==> config.mk <==
export PLATFORM = sky130hd
export DESIGN_NAME = pc_unit_flat
export DESIGN_NICKNAME = d
export VERILOG_FILES = /design/src/rtl/pc_unit_if.sv /design/src/rtl/pc_unit.sv /design/src/flat_wrapper.sv
export SDC_FILE = /design/constraint.sdc
export NUM_CORES = 1
export LEC_CHECK = 0
export BUFFER_PORTS_ARGS = -buffer_cell sky130_fd_sc_hd__buf_4
export CAP_MARGIN = 20
export CORE_UTILIZATION = 58
export DETAILED_ROUTE_END_ITERATION = 8
export HOLD_SLACK_MARGIN = 0.1
export PLACE_DENSITY = 0.95
export RECOVER_POWER = 25
export SETUP_SLACK_MARGIN = 0.5
export SKIP_CTS_REPAIR_TIMING = 1
export SLEW_MARGIN = 20
export SYNTH_ARGS = -nofsm -noshare
export SYNTH_HDL_FRONTEND = slang
export SYNTH_SLANG_ARGS = --single-unit
==> constraint.sdc <==
create_clock -name clk -period 9.9 [get_ports clk]
set_input_delay 0.495 -clock clk [delete_from_list [all_inputs] [get_ports clk]]
set_output_delay 0.495 -clock clk [all_outputs]
set_load 0.005 [all_outputs]
==> src/rtl/pc_unit_if.sv <==
// Connection bundle between the controller/fetch side and the PC stage.
// en is the only flow control: with en=0 the stage holds everything; there is no ready back-pressure.
interface pc_unit_if;
  logic        en;
  logic [1:0]  npc_sel;
  logic        branch_taken;
  logic [15:0] imm16;
  logic [25:0] instr_index;
  logic [31:0] rs_value;
  logic [31:0] pc;
  logic [31:0] pc_plus4;
  logic        halted;
  logic [31:0] err_target;
  logic [31:0] instr_count;
  logic        fsm_state;   // debug view of the FSM: 0 = RUN, 1 = HALT

  modport master (
    output en, npc_sel, branch_taken, imm16, instr_index, rs_value,
    input  pc, pc_plus4, halted, err_target, instr_count, fsm_state
  );

  modport slave (
    input  en, npc_sel, branch_taken, imm16, instr_index, rs_value,
    output pc, pc_plus4, halted, err_target, instr_count, fsm_state
  );
endinterface

==> src/rtl/pc_unit.sv <==
// Program counter and next-PC selection with an instruction-memory window check
// that freezes the PC in a sticky HALT state on an illegal target.
module pc_unit #(
  parameter logic [31:0] RESET_PC = 32'h0000_3000,
  parameter int unsigned IM_WORDS = 1024
) (
  input  logic     clk,
  input  logic     reset,
  pc_unit_if.slave bus
);

  localparam logic [31:0] WIN_LO = RESET_PC;
  localparam logic [31:0] WIN_HI = RESET_PC + (32'(IM_WORDS) << 2) - 32'd4;

  typedef enum logic {
    ST_RUN  = 1'b0,
    ST_HALT = 1'b1
  } state_t;

  state_t      state, state_next;
  logic [31:0] pc_q, pc_next;
  logic [31:0] cnt_q, cnt_next;
  logic [31:0] err_q, err_next;
  logic [31:0] pc_plus4;
  logic [31:0] br_off;
  logic [31:0] npc;
  logic        npc_legal;

  always_ff @(posedge clk or posedge reset) begin
    if (reset) begin
      state <= ST_RUN;
      pc_q  <= RESET_PC;
      cnt_q <= 32'd0;
      err_q <= 32'd0;
    end else begin
      state <= state_next;
      pc_q  <= pc_next;
      cnt_q <= cnt_next;
      err_q <= err_next;
    end
  end

  always_comb begin
    pc_plus4 = pc_q + 32'd4;
    br_off   = {{14{bus.imm16[15]}}, bus.imm16, 2'b00};
    npc      = pc_plus4;
    case (bus.npc_sel)
      2'b00:   npc = pc_plus4;
      2'b01:   npc = bus.branch_taken ? (pc_plus4 + br_off) : pc_plus4;
      2'b10:   npc = {pc_plus4[31:28], bus.instr_index, 2'b00};
      default: npc = bus.rs_value;
    endcase
    // Unsigned compare on the wrapped value, so a branch past 2^32 lands low and fails.
    npc_legal = (npc[1:0] == 2'b00) && (npc >= WIN_LO) && (npc <= WIN_HI);

    state_next = state;
    pc_next    = pc_q;
    cnt_next   = cnt_q;
    err_next   = err_q;
    case (state)
      ST_RUN: begin
        if (bus.en) begin
          if (npc_legal) begin
            pc_next  = npc;
            cnt_next = cnt_q + 32'd1;
          end else begin
            err_next   = npc;
            state_next = ST_HALT;
          end
        end
      end
      default: state_next = ST_HALT;
    endcase
  end

  assign bus.pc          = pc_q;
  assign bus.pc_plus4    = pc_plus4;
  assign bus.halted      = (state == ST_HALT);
  assign bus.err_target  = err_q;
  assign bus.instr_count = cnt_q;
  assign bus.fsm_state   = state;

endmodule
==> src/flat_wrapper.sv <==
// flat-port wrapper written by rule: the top's interface ports become plain ports
module pc_unit_flat 
#(
  parameter logic [31:0] RESET_PC = 32'h0000_3000,
  parameter int unsigned IM_WORDS = 1024
)
  (clk, reset, bus_en, bus_npc_sel, bus_branch_taken, bus_imm16, bus_instr_index, bus_rs_value, bus_pc, bus_pc_plus4, bus_halted, bus_err_target, bus_instr_count, bus_fsm_state);
  pc_unit_if bus_i ();
  input  logic clk;
  input  logic reset;
  input wire logic [$bits(bus_i.en)-1:0] bus_en;
  input wire logic [$bits(bus_i.npc_sel)-1:0] bus_npc_sel;
  input wire logic [$bits(bus_i.branch_taken)-1:0] bus_branch_taken;
  input wire logic [$bits(bus_i.imm16)-1:0] bus_imm16;
  input wire logic [$bits(bus_i.instr_index)-1:0] bus_instr_index;
  input wire logic [$bits(bus_i.rs_value)-1:0] bus_rs_value;
  output wire logic [$bits(bus_i.pc)-1:0] bus_pc;
  output wire logic [$bits(bus_i.pc_plus4)-1:0] bus_pc_plus4;
  output wire logic [$bits(bus_i.halted)-1:0] bus_halted;
  output wire logic [$bits(bus_i.err_target)-1:0] bus_err_target;
  output wire logic [$bits(bus_i.instr_count)-1:0] bus_instr_count;
  output wire logic [$bits(bus_i.fsm_state)-1:0] bus_fsm_state;
  assign bus_i.en = bus_en;
  assign bus_i.npc_sel = bus_npc_sel;
  assign bus_i.branch_taken = bus_branch_taken;
  assign bus_i.imm16 = bus_imm16;
  assign bus_i.instr_index = bus_instr_index;
  assign bus_i.rs_value = bus_rs_value;
  assign bus_pc = bus_i.pc;
  assign bus_pc_plus4 = bus_i.pc_plus4;
  assign bus_halted = bus_i.halted;
  assign bus_err_target = bus_i.err_target;
  assign bus_instr_count = bus_i.instr_count;
  assign bus_fsm_state = bus_i.fsm_state;
  pc_unit #(.RESET_PC(RESET_PC), .IM_WORDS(IM_WORDS)) u_core (.clk(clk), .reset(reset), .bus(bus_i));
endmodule
---- After elaboration in Yosys (flattened, before gate mapping) ----
Cells that the tools add are included.
cells by class
  magnitude comparators ................... 2
  $add $sub $neg .......................... 3
  multiplexer cells ....................... 5
  bitwise operators ....................... 2
  eq/ne operators ......................... 2
  reduce and logical (&&, ||, !) cells .... 6
operator list
  cell                     count
  $pmux W32 S3             1
  $add A32 B1 Y32 const B  1
  $add A32 B3 Y32 const B  1
  $add A32 B32 Y32         1
  $ge A32 B14 Y1 const B   1
  $le A32 B14 Y1 const B   1
  $mux W32                 1
  $reduce_and A3 Y1        2
  $logic_not A2 Y1         2
  $mux W1                  3
  $eq A2 B1 Y1 const B     1
  $eq A2 B2 Y1 const B     1
  $logic_and A1 B1 Y1      2
  $not A1 Y1               2
word-level totals
  output and inout bits ................... 130
  register bits ........................... 97
  logic and storage cells ................. 24
  bits of input ports ..................... 80

---- Depth between registers and ports, before layout ----
Gate-level depths: netlist of run 1.
  depth after elaboration ................. 10
  gate-level depth with buffers ........... 20

---- Worst setup path before layout of run 1 ----
Ideal clock, no wire load.
  path kind ............................... flip-flop to flip-flop
  from .................................... reg u_core.pc_q[2] (netlist: u_core.bus.pc[2])
  to ...................................... reg u_core.pc_q[3] (netlist: u_core.bus.pc[3])
  library setup time ...................... 0.125 ns
  slack ................................... 5.070 ns
  stages on the path, launching flop included .. 19
  data arrival time ....................... 4.705 ns
  path buffers ............................ 3
  data required time ...................... 9.775 ns
  clock period less this slack ............ 4.830 ns
  cell sequence ........................... dfrtp_1 -> ha_1 -> and4_1 -> buf_4 -> nand2_1 -> xnor2_1 -> ha_1 -> buf_2 -> a21oi_2 -> o21a_1 -> o221ai_1 -> or3_1 -> a31o_2 -> a211o_1 -> or3_1 -> or4_4 -> nor4_4 -> buf_6 -> mux2_2
on the way
  cells in the longest elaborated chain, start to end .. 8
RTL lines
  item                                  line                source
  from (decl)                           pc_unit.sv:21       logic [31:0] pc_q, pc_next;
  from (signal assigned)                pc_unit.sv:37       pc_q <= pc_next;
  $add A32 B3 Y32 *                     pc_unit.sv:44       pc_plus4 = pc_q + 32'd4;
  via bus_pc_plus4[10]                  flat_wrapper.sv:18  output wire logic [$bits(bus_i.pc_plus4)-1:0] bus_pc_plus4;
  $add A32 B32 Y32                      pc_unit.sv:49       2'b01: npc = bus.branch_taken ? (pc_plus4 + br_off) : pc_plus4;
  $mux W32                              pc_unit.sv:49
  $pmux W32 S3 *                        pc_unit.sv:47       case (bus.npc_sel)
  $ge A32 B14 Y1                        pc_unit.sv:54       npc_legal = (npc[1:0] == 2'b00) && (npc >= WIN_LO) && (npc <= WIN_HI);
  $logic_and A1 B1 Y1                   pc_unit.sv:54
  $logic_and A1 B1 Y1 *                 pc_unit.sv:54
  $reduce_and A3 Y1 (no source line) *  -
Mark *: on every way through the listed nets, which the timed path passes. The rest lies on a longest branch.
A chain may end at the register's enable or synchronous reset.

---- Worst setup path after layout of run 1 ----
  from .................................... reg u_core.pc_q[4] (netlist: u_core.bus.pc[4])
  to ...................................... reg u_core.err_q[7] (netlist: u_core.bus.err_target[7])
on the way
  cells in the longest elaborated chain, start to end .. 9
RTL lines
  item                                line           source
  $add A32 B3 Y32 *                   pc_unit.sv:44
  $add A32 B32 Y32                    pc_unit.sv:49
  $mux W32                            pc_unit.sv:49
  $pmux W32 S3 *                      pc_unit.sv:47
  $ge A32 B14 Y1                      pc_unit.sv:54
  $logic_and A1 B1 Y1 (2 in a row)    pc_unit.sv:54
  $not A1 Y1 (no source line)         -
  $reduce_and A3 Y1 (no source line)  -
  to (signal assigned)                pc_unit.sv:39  err_q <= err_next;
  to (decl)                           pc_unit.sv:23  logic [31:0] err_q, err_next;
Every way passes the cells marked *; elsewhere a longest branch is shown, timed or not.

==> reports/qor.yml, run 1 <==
status: "completed"
cp_data_arrival_time_ns: 6.45
diodes: 0
clock-sinks: 97
required_ns: 10.13
setup_tns_ns: 0
final_layout_size_suffix_gt1_frac: 0.273
grt_pass1_vias: 7507
firstDrtPassIters: 8
p_leak_nw: 4.43
fmax_mhz: 161
fillers: 898
seq_area_um2: 2430
routed_wl_um: 27200
synth-edff-count: 0
fp-row-count: 40
async_flop_share: 1.00
multi_input_area_um2: 4680
synthCells: 835
globalplace.congestion: 0.965
die_h_um: 115
tightest_slew_ns: 0.961
setup_viol: 0
grt_first_pass_wirelength_um: 41500
relSlewSlack: 0.359
port_buffers: 209
min_path_type: "input pin to flop"
cts_tree: "done"
initialDrtViolationCount: 1123
clock_path_buffers: 2
io_pins: 210
antenna_found_initial: 0
worst_r2r_path_depth: 16
grt_use_total: 0.415
area_growth_pct: 25.2
overflow: 0
ys_seq_area_frac: 0.328
final_antenna_net_count: 0
drv_slew: 0
cp-start-kind: "flop"
synth_area_um2: 7400
cellPowerDensity_nw_per_um2: 103
coreArea_um2: 12200
ys.flop_type: "dfrtp_1"
cts-root-buf: "clkbuf_16"
initial_core_util: 0.606
rsz0062_at_grt: "no"
crit_type: "flop to flop"
hold_violations: 0
cts_inserted_buffers: 9
holdPathStages: 3
final_nets: 1126
clock_latency_ns: 0.35
synth_seq_cells: 97
endpoint_kind: "flop"
die_area_um2: 13200
drc: 0
period_share: 0.628
worstPathMaxFanout: 20
synth_cell_types: 75
die_w_um: 115
syn_avg_cell_area_um2: 8.86
cts.clk_slew.worst_paths_ns: 0.07
dpl.hpwl_um: 20000
ir_worst_vdd_mv: 0.0919
p_total_uw: 958
via_per_inst: 6.62
wl_per_cell_um: 22.9
grt_max_degree: 86
via_count: 7837
syn_nets: 950
fin_worst_skew_ns: 0.00484
cts-htree-levels: 3
min_period_ns: 6.22
cap_violations: 0
yosys_warnings: 0
[flip-flops by register name, summed over array words and instances (netlist names)]
signal / flops
u_core.bus.pc: 32
u_core.bus.err_target: 32
u_core.bus.fsm_state: 1
u_core.bus.instr_count: 32
[cell usage after synthesis (all sizes together) (11+ instances only)]
master	count	area, um2
nand4	32	200
nor2	46	173
mux2	23	259
nand3	32	160
dfrtp	95	2380
o21ai	55	275
nor2b	24	150
xor2	27	236
nand2	95	357
nor4	14	103
nor3	20	100
ha	34	425
and4	18	158
buf	23	143
and3	15	93.8
xnor2	47	412
a21oi	47	239
inv	13	48.8
clkbuf	27	101
a21o	11	82.6
[through the flow]
stage / hold WS (ns) / setup WS [ns] / utilization / instance area (um2) / cells
floorplan: 0.468 / 5.07 / - / 7400 / 835
global placement: 0.412 / 3.97 / 0.735 / 8980 / 1167
detailed placement: 0.412 / 3.88 / 0.735 / 8980 / 1167
CTS: 0.0441 / 3.81 / 0.761 / 9290 / 1183
global route: 0.431 / 3.48 / 0.759 / 9270 / 1184
finish: 0.427 / 3.68 / 0.759 / 9270 / 1184
[layout make-up]
| class | count | area share |
|---|---|---|
| inverters | 13 | 0.00540 |
| clock buffers | 9 | 0.0243 |
| repair buffers | 215 | 0.171 |
| multi-input cells | 675 | 0.505 |
| flip-flops and latches | 97 | 0.262 |
| well taps | 168 | 0.0227 |
| clock inverters | 7 | 0.00932 |
[power breakdown]
part	switching [mW]	internal [mW]	total (mW)
Clock	0.166	0.201	0.368
Sequential	0.0106	0.411	0.422
Combinational	0.0919	0.0764	0.168
[logic make-up after synthesis]
family                     synth area share
muxes                                0.0701
AOI/OAI and AO/OA                     0.171
buffers and inverters                0.0396
xor gates and xnor gates             0.0876
DFF                                   0.328
and+or+nand+nor                       0.243
adders and majority gates            0.0602
[routing by layer]
metal  share of wire  vias up  GRT usage
met2            0.47      580      0.688
met3            0.10      131      0.108
li1                -     3445          -
met1            0.37     3681      0.495
met5               0        -          0
met4           0.056        0      0.228
[path summary, 6_finish.rpt]
kind                                            from                         to  slack (ns)
setup / recovery                    u_core.bus.pc[4]   u_core.bus.err_target[7]        3.68
hold / removal                                bus_en       u_core.bus.fsm_state        0.43
setup reg to reg                    u_core.bus.pc[4]   u_core.bus.err_target[7]        3.68
hold reg to reg            u_core.bus.err_target[18]  u_core.bus.err_target[18]        0.49
max in group asynchronous                      reset  u_core.bus.err_target[23]        8.07
min in group asynchronous                      reset           u_core.bus.pc[5]        0.73
[placed cells by master, fill, tap and decap left out, types with 5 or more instances in the layout]
cell type and count:
o21ai_0 54, mux4_2 8, clkbuf_4 61, nor4_1 13, nand2b_1 5, nand2_1 95
a31oi_1 5, mux2i_1 8, inv_1 12, nand3_1 32, and2_1 6, dfrtp_1 95
o2bb2ai_1 5, mux2_2 22, clkbuf_16 9, o31ai_1 8, or2_2 5, a21o_1 11
nor3_1 20, a21oi_1 46, nand4_1 32, and4_1 18, buf_4 143, xor2_1 27
xnor2_1 47, or3_1 5, clkbuf_1 9, nor2b_1 24, nor2_1 46, and3_1 15
ha_1 34, o21a_1 5
[critical path, cell delays in order (launching register included)]
cell	delay (ns)
dfrtp_1	0.52
and4_1	0.38
and2_1	0.29
nand3_1	0.13
xnor2_1	0.53
ha_1	0.44
and4_1	0.27
and2_0	0.15
a311oi_1	0.57
o21ai_0	0.24
xor2_1	0.18
a21oi_1	0.27
nand4_1	0.13
or4_4	0.61
o31ai_4	0.64
buf_4	0.37
mux2_2	0.38
(Power assumes the default switching activity.)
==> run 2: changes to the inputs <==
CORE_UTILIZATION = 54   (was 58)
PLACE_DENSITY = 0.91   (was 0.95)
clock period = 5.74 ns   (was 9.9 ns; I/O delays follow)
==> run 2 against run 1 <==
  * Non-clock buffer count rose by 35
  * Clock power rose by 82%
  * Global-route usage fell by 4.5 points
  * Sequential share of layout area fell by 2.1 points
  * Clock-buffer cell count rose by 2
  * Register-to-register slack got worse by 3.4 ns
  * Sequential cell count did not move
  * Highest routed layer unchanged
==> reports/qor.yml, run 2 (synthesis gave the netlist of run 1 again) <==
status: "completed"
wl_per_cell_um: 23.0
relSlewSlack: 0.320
met3_usage: 0.0920
use_met1: 0.449
cts_tree: "done"
grt_use_met2: 0.594
path_buf_inv: 2
period_share: 0.946
p_leak_nw: 4.76
grt_first_pass_wirelength_um: 40300
cp-start-kind: "flop"
final_layout_size_suffix_gt1_frac: 0.375
ir_worst_vdd_mv: 0.225
max_stage_delay_ns: 0.64
cellPowerDensity_nw_per_um2: 169
setup_tns_ns: 0
routed_wl_um: 28200
clock_latency_ns: 0.36
via_per_inst: 6.69
via_count: 8209
cts-htree-levels: 3
dpl.hpwl_um: 20000
cpMostUsedCell: "xnor2_1"
final_common_cell: "buf_4"
clock_path_buffers: 2
grt_max_degree: 87
overflow: 0
fmax_mhz: 184
firstDrtPassIters: 7
endpoint_kind: "flop"
rsz0062_at_grt: "no"
io_pins: 210
fp-row-count: 42
setup_viol: 0
die_h_um: 119
crit_type: "flop to flop"
globalplace.congestion: 1.10
die_w_um: 119
worst_r2r_path_depth: 17
port_buffers: 209
hold_violations: 0
antenna_found_initial: 0
fillers: 902
drc: 0
final_antenna_net_count: 0
cp_data_arrival_time_ns: 5.70
grt_pass1_vias: 7476
final_nets: 1161
min_period_ns: 5.43
die_area_um2: 14200
p_total_mw: 1.71
coreArea_um2: 13300
initial_core_util: 0.557
holdPathStages: 3
crit_slowest_cell: "o311ai_0"
drv_slew: 0
cp_top_family: "simple AND/OR/NAND/NOR gates"
cts.clk_slew.worst_paths_ns: 0.07
worstPathMaxFanout: 13
diodes: 0
required_ns: 6.00
initialDrtViolationCount: 1262
clock-sinks: 97
grt_use_total: 0.370
cap_violations: 0
cts_inserted_buffers: 9
tightest_slew_ns: 1.02
cts-root-buf: "clkbuf_16"
critical_path_depth: 17
fin_worst_skew_ns: 0.0133
grt-busiest-layer: "met2"
layout_common_cells: "buf_4, nand2_1, dfrtp_1"
min_path_type: "input pin to flop"
area_growth_pct: 36.7
path_cells: "ha_2 -> nand3_1 -> xnor2_1 -> ha_1 -> a21o_1 -> a221o_1 -> and3_1 -> o311ai_0 -> a211o_1 -> and2_0 -> nand2_1 -> or4_4 -> nor4_4 -> buf_4 -> buf_6 -> nand4_1 -> xnor2_1"
==> run 2: cell count changes in the layout (fill, tap and decap cells not counted), sizes merged <==
cell and delta:
bufinv +1, buf +37, clkinvlp -1, inv -2
==> run 2: layer usage <==
layer / share of wire / routed length [um]
met2: 0.46 / 12900
met1: 0.36 / 10100
met5: 0 / 0
met4: 0.072 / 2030
met3: 0.11 / 3190
==> run 2: cell type report <==
class | instances | area (um2) | area share
well taps | 176 | 220 | 0.0218
inverters | 13 | 50.0 | 0.00494
repair buffers | 250 | 1880 | 0.186
flip-flops and latches | 97 | 2440 | 0.241
multi-input cells | 675 | 5200 | 0.513
clock buffers | 11 | 243 | 0.0240
clock inverters | 5 | 86.3 | 0.00853
==> run 2: tightest hold or removal path, cell delays in order <==
cell and delay (ns):
buf_4 0.10, o21ai_0 0.07, nand2b_1 0.07
==> run 2: path summary, 6_finish.rpt <==
kind                                     startpoint                         end  slack [ns]
setup / recovery                   u_core.bus.pc[3]  u_core.bus.instr_count[29]        0.31
hold / removal                               bus_en        u_core.bus.fsm_state        0.20
setup reg to reg                   u_core.bus.pc[3]  u_core.bus.instr_count[29]        0.31
hold reg to reg            u_core.bus.err_target[0]    u_core.bus.err_target[0]        0.48
max in group asynchronous                     reset           u_core.bus.pc[17]        4.11
min in group asynchronous                     reset            u_core.bus.pc[3]        0.50
==> run 2: metrics by stage <==
stage	instance area, um2	util	worst slack [ns]	cells	hold WS [ns]
6_report	10100	0.761	0.309	1227	0.200
5_1_grt	10100	0.761	0.231	1227	0.230
4_1_cts	9400	0.707	0.254	1200	-0.182
3_5_place_dp	9070	0.682	0.293	1184	0.198
3_3_place_gp	9070	0.682	0.311	1184	0.199
2_1_floorplan	7400	-	0.910	835	0.433
==> run 2: power by group <==
| part | switching, mW | internal (mW) | total [mW] |
|---|---|---|---|
| Combinational | 0.165 | 0.145 | 0.310 |
| Sequential | 0.0168 | 0.709 | 0.726 |
| Clock | 0.274 | 0.397 | 0.671 |
| Total | 0.456 | 1.25 | 1.71 |
